$ cat src/rtl/mmio_bus_fabric.sv
// mmio_bus_fabric: CPU data-port interconnect to up to 2**SEL_W memory-mapped slaves.
// Writes are single-cycle strobes to the decoded slot. Reads take a per-slot latency
// and complete with a waitrequest/rddata_valid handshake. Unmapped accesses set a sticky error.
module mmio_bus_fabric #(
  parameter int unsigned                     ADDR_W     = 16,
  parameter int unsigned                     DATA_W     = 16,
  parameter int unsigned                     SEL_W      = 4,
  parameter int unsigned                     WORD_SHIFT = 1,
  parameter logic [(2**SEL_W)-1:0]           SLOT_EN    = 16'h000D,
  parameter logic [2*(2**SEL_W)-1:0]         RD_LAT     = 32'h55,
  parameter logic [DATA_W-1:0]               DEF_RDDATA = '0
) (
  input  logic                               i_clk,
  input  logic                               i_reset,
  input  logic [ADDR_W-1:0]                  i_cpu_addr,
  input  logic                               i_cpu_rd,
  input  logic                               i_cpu_wr,
  input  logic [DATA_W-1:0]                  i_cpu_wrdata,
  output logic                               o_cpu_waitrequest,
  output logic [DATA_W-1:0]                  o_cpu_rddata,
  output logic                               o_cpu_rddata_valid,
  output logic [ADDR_W-1:0]                  o_slv_addr,
  output logic [DATA_W-1:0]                  o_slv_wrdata,
  output logic [(2**SEL_W)-1:0]              o_slv_wr,
  output logic [(2**SEL_W)-1:0]              o_slv_rd,
  input  logic [(2**SEL_W)*DATA_W-1:0]       i_slv_rddata,
  output logic                               o_err_unmapped,
  input  logic                               i_err_clr
);

  localparam int unsigned NSLOT = 2**SEL_W;

  typedef enum logic {IDLE, RD_WAIT} state_t;

  state_t             state, state_nxt;
  logic [1:0]         cnt, cnt_nxt;
  logic [SEL_W-1:0]   lsel, lsel_nxt;
  logic               err_set;

  logic [SEL_W-1:0]   sel;
  logic               sel_mapped;
  logic [1:0]         sel_lat;

  // Slot decode from the top address bits
  always_comb begin
    sel        = i_cpu_addr[ADDR_W-1 -: SEL_W];
    sel_mapped = SLOT_EN[sel];
    sel_lat    = RD_LAT[2*sel +: 2];
  end

  // State, countdown, latched slot and sticky error registers
  always_ff @(posedge i_clk or posedge i_reset) begin
    if (i_reset) begin
      state          <= IDLE;
      cnt            <= 2'd0;
      lsel           <= '0;
      o_err_unmapped <= 1'b0;
    end else begin
      state          <= state_nxt;
      cnt            <= cnt_nxt;
      lsel           <= lsel_nxt;
      o_err_unmapped <= (o_err_unmapped & ~i_err_clr) | err_set;
    end
  end

  // Next-state and handshake/strobe outputs; everything forced low while in reset
  always_comb begin
    state_nxt          = state;
    cnt_nxt            = cnt;
    lsel_nxt           = lsel;
    err_set            = 1'b0;
    o_cpu_waitrequest  = 1'b0;
    o_cpu_rddata       = '0;
    o_cpu_rddata_valid = 1'b0;
    o_slv_wr           = '0;
    o_slv_rd           = '0;
    o_slv_addr         = '0;
    o_slv_wrdata       = '0;
    if (!i_reset) begin
      o_slv_addr   = i_cpu_addr >> WORD_SHIFT;
      o_slv_wrdata = i_cpu_wrdata;
      case (state)
        IDLE: begin
          if (i_cpu_wr) begin
            // Write wins over a simultaneous read
            o_slv_wr[sel] = sel_mapped;
            err_set       = ~sel_mapped;
          end else if (i_cpu_rd) begin
            if (!sel_mapped) begin
              o_cpu_rddata_valid = 1'b1;
              o_cpu_rddata       = DEF_RDDATA;
              err_set            = 1'b1;
            end else if (sel_lat == 2'd0) begin
              o_slv_rd[sel]      = 1'b1;
              o_cpu_rddata_valid = 1'b1;
              o_cpu_rddata       = i_slv_rddata[DATA_W*sel +: DATA_W];
            end else begin
              o_slv_rd[sel]      = 1'b1;
              o_cpu_waitrequest  = 1'b1;
              lsel_nxt           = sel;
              cnt_nxt            = sel_lat - 2'd1;
              state_nxt          = RD_WAIT;
            end
          end
        end
        RD_WAIT: begin
          if (cnt != 2'd0) begin
            o_cpu_waitrequest = 1'b1;
            cnt_nxt           = cnt - 2'd1;
          end else begin
            o_cpu_rddata_valid = 1'b1;
            o_cpu_rddata       = i_slv_rddata[DATA_W*lsel +: DATA_W];
            state_nxt          = IDLE;
          end
        end
        default: state_nxt = IDLE;
      endcase
    end
  end

  if (NSLOT < 1) begin : g_bad_param
    $error("SEL_W must give at least one slot");
  end

endmodule

$ cat config.mk
export PLATFORM = sky130hd
export DESIGN_NAME = mmio_bus_fabric
export DESIGN_NICKNAME = d
export VERILOG_FILES = /design/src/rtl/mmio_bus_fabric.sv
export SDC_FILE = /design/constraint.sdc
export NUM_CORES = 1
export LEC_CHECK = 0
export ABC_AREA = 1
export ABC_CLOCK_PERIOD_IN_PS = 2000
export BUFFER_PORTS_ARGS = -buffer_cell sky130_fd_sc_hd__buf_2
export CAP_MARGIN = 15
export CORE_AREA = 2 2 146 148
export DETAILED_ROUTE_END_ITERATION = 6
export DIE_AREA = 0 0 148 150
export PLACE_DENSITY = 0.46
export SYNTH_ARGS = -nofsm -noshare
export SYNTH_HDL_FRONTEND = slang
export SYNTH_SLANG_ARGS = --single-unit
$ cat constraint.sdc
create_clock -name i_clk -period 2 [get_ports i_clk]
set_input_delay 0.4 -clock i_clk [delete_from_list [all_inputs] [get_ports i_clk]]
set_output_delay 0.4 -clock i_clk [all_outputs]
set_load 0.02 [all_outputs]
# Yosys cells after proc, flatten, opt, wreduce, memory -nomap -nowiden
# Memory sizes are Yosys's and may differ from the RTL's.
# Cells that the tools add are included.
classes:
  shifts: 3
  add_sub_neg: 2
  reduce_logical: 5
  bitwise: 9
  eq_ne: 5
  n_mux: 45
  order_cmp: 2
ops:
  columns: ["cell", "count"]
  rows:
  - ["$shiftx A256 B9 Y16", 2]
  - ["$mux W16", 15]
  - ["$pmux W16 S2", 1]
  - ["$shiftx A32 B6 Y2 const A", 1]
  - ["$mux W1", 19]
  - ["$and A16 B16 Y16", 1]
  - ["$mux W15", 1]
  - ["$reduce_and A6 Y1", 2]
  - ["$mux W2", 5]
  - ["$ne A2 B2 Y1 const B", 4]
  - ["$not A1 Y1", 6]
  - ["$lt A4 B5 Y1 const B", 1]
  - ["$demux W1 S4", 1]
  - ["$ge A4 B1 Y1 const B", 1]
  - ["$pmux W1 S2", 2]
  - ["$pmux W2 S2", 1]
  - ["$sub A2 B1 Y2 const B", 2]
  - ["$logic_not A2 Y1", 1]
  - ["$ne A2 B1 Y1 const B", 1]
  - ["$reduce_bool A2 Y1", 1]
  - ["$and A1 B1 Y1", 1]
  - ["$logic_and A1 B1 Y1", 1]
  - ["$or A1 B1 Y1", 1]
word_totals:
  romBits: 16
  output_inout_bits: 83
  elab_cells: 76
  memories: 1
  regBits: 8
memory_table:
  columns: ["memory", "depth", "word_bits", "read_ports", "rd_ports_with_merged_regs", "wr", "line", "source"]
  rows:
  - ["(name not given)", 16, 1, 1, 0, 0, "47", "sel_mapped = SLOT_EN[sel];"]

# Depth between registers and ports, before layout
logic_depth:
  ltp_word: 9
  depth_mapped: 10

# Least setup slack after synthesis
# No wires, ideal clock.
synth_path:
  path_kind: "input -> output"
  from: "input i_reset"
  to: "output o_slv_rd[0]"
  path_slack_ps: 149
  stages: 6
  n_path_buf: 1
  t_arrival_ps: 1451
  cell_sequence: "clkbuf_1 > inv_1 > nand2_1 > nor2_1 > inv_1 > nor2_1"
synth_via:
  elab_chain_cells: 1
synth_lines:
  columns: ["element", "line", "source"]
  rows:
  - ["start, declared", "14", "input logic i_reset,"]
  - ["$mux W16", "79", "if (!i_reset) begin"]
  - ["end, declared", "25", "output logic [(2**SEL_W)-1:0] o_slv_rd,"]
# Every way passes these cells.

# Worst setup path in the final report
layout_path:
  from: "register lsel[0]"
  to: "output o_cpu_rddata[6]"
layout_via:
  elab_chain_cells: 4
layout_lines:
  columns: ["element", "line", "source"]
  rows:
  - ["start, declared", "37", "logic [SEL_W-1:0] lsel, lsel_nxt;"]
  - ["start signal, assigned", "61", "lsel <= lsel_nxt;"]
  - ["$shiftx A256 B9 Y16", "112", "o_cpu_rddata = i_slv_rddata[DATA_W*lsel +: DATA_W];"]
  - ["$mux W16", "107", "if (cnt != 2'd0) begin"]
  - ["$pmux W16 S2", "82", "case (state)"]
  - ["$mux W16", "79", null]
  - ["end, declared", "20", "output logic [DATA_W-1:0] o_cpu_rddata,"]
# Every way passes these cells.

==> impl_metrics.toml <==
[clock_network]
cts.sinks = 8
cts_root_buf = "clkbuf_16"
cts_made_buffers = 3
cts.htree.levels = 1
cts_tree = "built"
ctsHoldBuffers = 0
cts_buffer_depth = 2
clk_latency_ps = 240
cts.reportedPaths.clkPinSlew_ps = 40

[synth]
synth_commonest_cells = "nand2_1, inv_1, nand3_1"
syn_avg_cell_area_um2 = 4.39
synth_top_area_frac = 0.304
synth-main-ff-cell = "dfrtp_1"
ys_seq_area_frac = 0.0467
yosysMostFrequentCell = "nand2_1"
synthCells = 976
synth_area_leaders = "nand2_1, inv_1, nand3_1"
syn_area_um2 = 4290
yosysWarningCount = 0
synth_edf_count = 0
yosysUniqueCellTypes = 15
ys_async_sr_fraction = 1.00
synth_largest_area_cell = "nand2_1"
ys_ff_latch = 8

[critical_path]
r2r_slack_ps = 690
cp-end-kind = "primary output"
crit_type = "register to primary output"
rr_endpoint = "lsel[1]"
path_max_fanout = 8
reg2reg_depth = 7
rr_startpoint = "state"
cp-start-kind = "register"
crit_required_ps = 1600
arrival_ps = 1840

[power_and_ir_drop]
p_leak_uw = 0.00486
peakVddDrop_mv = 0.373
p_clk_frac = 0.077
p_int_uw = 2180
switching_share = 0.528
combinationalPowerShare = 0.866
p_per_area_nw_per_um2 = 635
seq_power_share = 0.056
p_sw_uw = 2440

[worst_hold_path]
hp-class = "input port to async pin"

[drt]
dr.pass1.iters = 6
ant_nets = 0
drt_iter0_drc = 188
vias = 6622
drc = 0
routedWlPerCell_um = 13.9
wirelength_um = 22100
vias_per_cell = 4.16

[die]
io_pins = 376
core-area_um2 = 20700
die_w_um = 148
start_util = 0.207
rows = 53
die_height_um = 150
die_area_um2 = 22200

[run_status]
violations = "negative setup slack"
status = "finished with violations"

[final_layout]
area_delta_synth_final_pct = 69.4
seq_area_um2 = 205
fillers = 2449
stdcell_area_um2 = 7260
nets = 1607
multi_input_area_um2 = 3090
drive_gt1_frac = 0.383

[sta]
max_freq_mhz = 446
finalCriticalPeriod_ps = 2240
finClkSkew_ps = 0.448
slew_viol_final = 0
fin_crit_sh = 1.12
hold_viol = 0
rsz0062_at_grt = "true"
tns_ps = -3370
finalSetupViolCount = 16
setup_slack_ps = -244

[global_routing]
antenna_found_initial = 3
grt_pass1_vias = 6061
grt-ovfl-total = 0
grt_pass1_wl_um = 31700
grt_max_degree = 53
track_usage = 0.182

[placement]
hpwl_um = 17200
gp_congestion = 0.841
pre_cts_ws_ps = -49.3
placed_area_um2 = 6350
portBuffers = 347

[job]
maxCapViolCount = 0
cell families after synthesis:
group	after synthesis	share of synthesized area
other	1	0.000875
buffers and inverters	351	0.351
flip-flops	8	0.0467
AND/OR/NAND/NOR	591	0.571
AO/OA/AOI/OAI	25	0.0309
through the flow:
step	hold slack, ps	utilization	power, µW	instances
floorplan	406	-	2270	1002
global placement	468	0.307	3400	1570
detailed placement	455	0.307	3400	1570
CTS	208	0.327	4210	1582
global route	226	0.351	5050	1590
finish	206	0.351	4610	1590
per-layer routing:
layer  vias up  GRT usage  wire length (µm)
met5         -          0                 8
met4         2     0.0276               194
met3        15     0.0274              1320
met2       232      0.347             11500
met1      2925      0.217              9120
li1       3448          -                 -
worst max path at each step:
| stage | startpoint | endpoint |
|---|---|---|
| 4_1_cts | lsel[0] | o_cpu_rddata[6] |
| 3_3_place_gp | lsel[0] | o_cpu_rddata[15] |
| 3_5_place_dp | lsel[0] | o_cpu_rddata[0] |
| 5_1_grt | lsel[0] | o_cpu_rddata[1] |
| 6_report | lsel[0] | o_cpu_rddata[6] |
| 2_1_floorplan | i_reset | o_slv_rd[0] |
flip-flops by register name, indices dropped and copies added (netlist names):
register and flops:
lsel 4, o_err_unmapped 1, cnt 2, state 1
placed cells by master, fill, tap and decap left out, drive strengths merged:
| cell | synthesis | layout |
|---|---|---|
| clkinv | 0 | 1 |
| diode | 0 | 2 |
| o22ai | 3 | 3 |
| nand3 | 182 | 182 |
| a21oi | 19 | 19 |
| o32ai | 1 | 1 |
| nor2 | 62 | 62 |
| clkbuf | 10 | 9 |
| inv | 267 | 266 |
| conb | 1 | 27 |
| buf | 74 | 386 |
| dfrtp | 8 | 8 |
| nand2 | 347 | 347 |
| o21ai | 2 | 2 |
what timing repair did:
item                       CTS  global route
pin swaps                    6            26
gates resized for setup     47            96
gates cloned                 5             5
setup endpoints to repair   16            19
setup buffers                3             1
power by group through the flow:
stage / sequential (µW) / clock [µW] / combinational [µW]
final: 259 / 358 / 4000
after floorplan: 227 / 0 / 2050
after global placement: 258 / 0 / 3140
after detailed placement: 258 / 0 / 3140
after global routing: 264 / 371 / 4410
after CTS: 261 / 361 / 3580
critical path, cell delays in order (launching register included):
cell and delay [ps]:
dfrtp_4 490, clkinv_8 130, buf_12 170, clkbuf_16 160
nand2_1 50, nand3_1 60, nand3_1 100, nand2_2 70
nand2_1 60, nand2_1 70, nor2_1 100, buf_4 150
final cells by class:
| class | count | area share |
|---|---|---|
| Clock buffer | 4 | 0.0109 |
| Tap cell | 275 | 0.0474 |
| Antenna cell | 2 | 0.000689 |
| Inverter | 267 | 0.140 |
| Timing Repair Buffer | 391 | 0.348 |
| Multi-Input combinational cell | 643 | 0.425 |
| Sequential cell | 8 | 0.0283 |
Note: power is estimated with default switching activity, not from simulation.
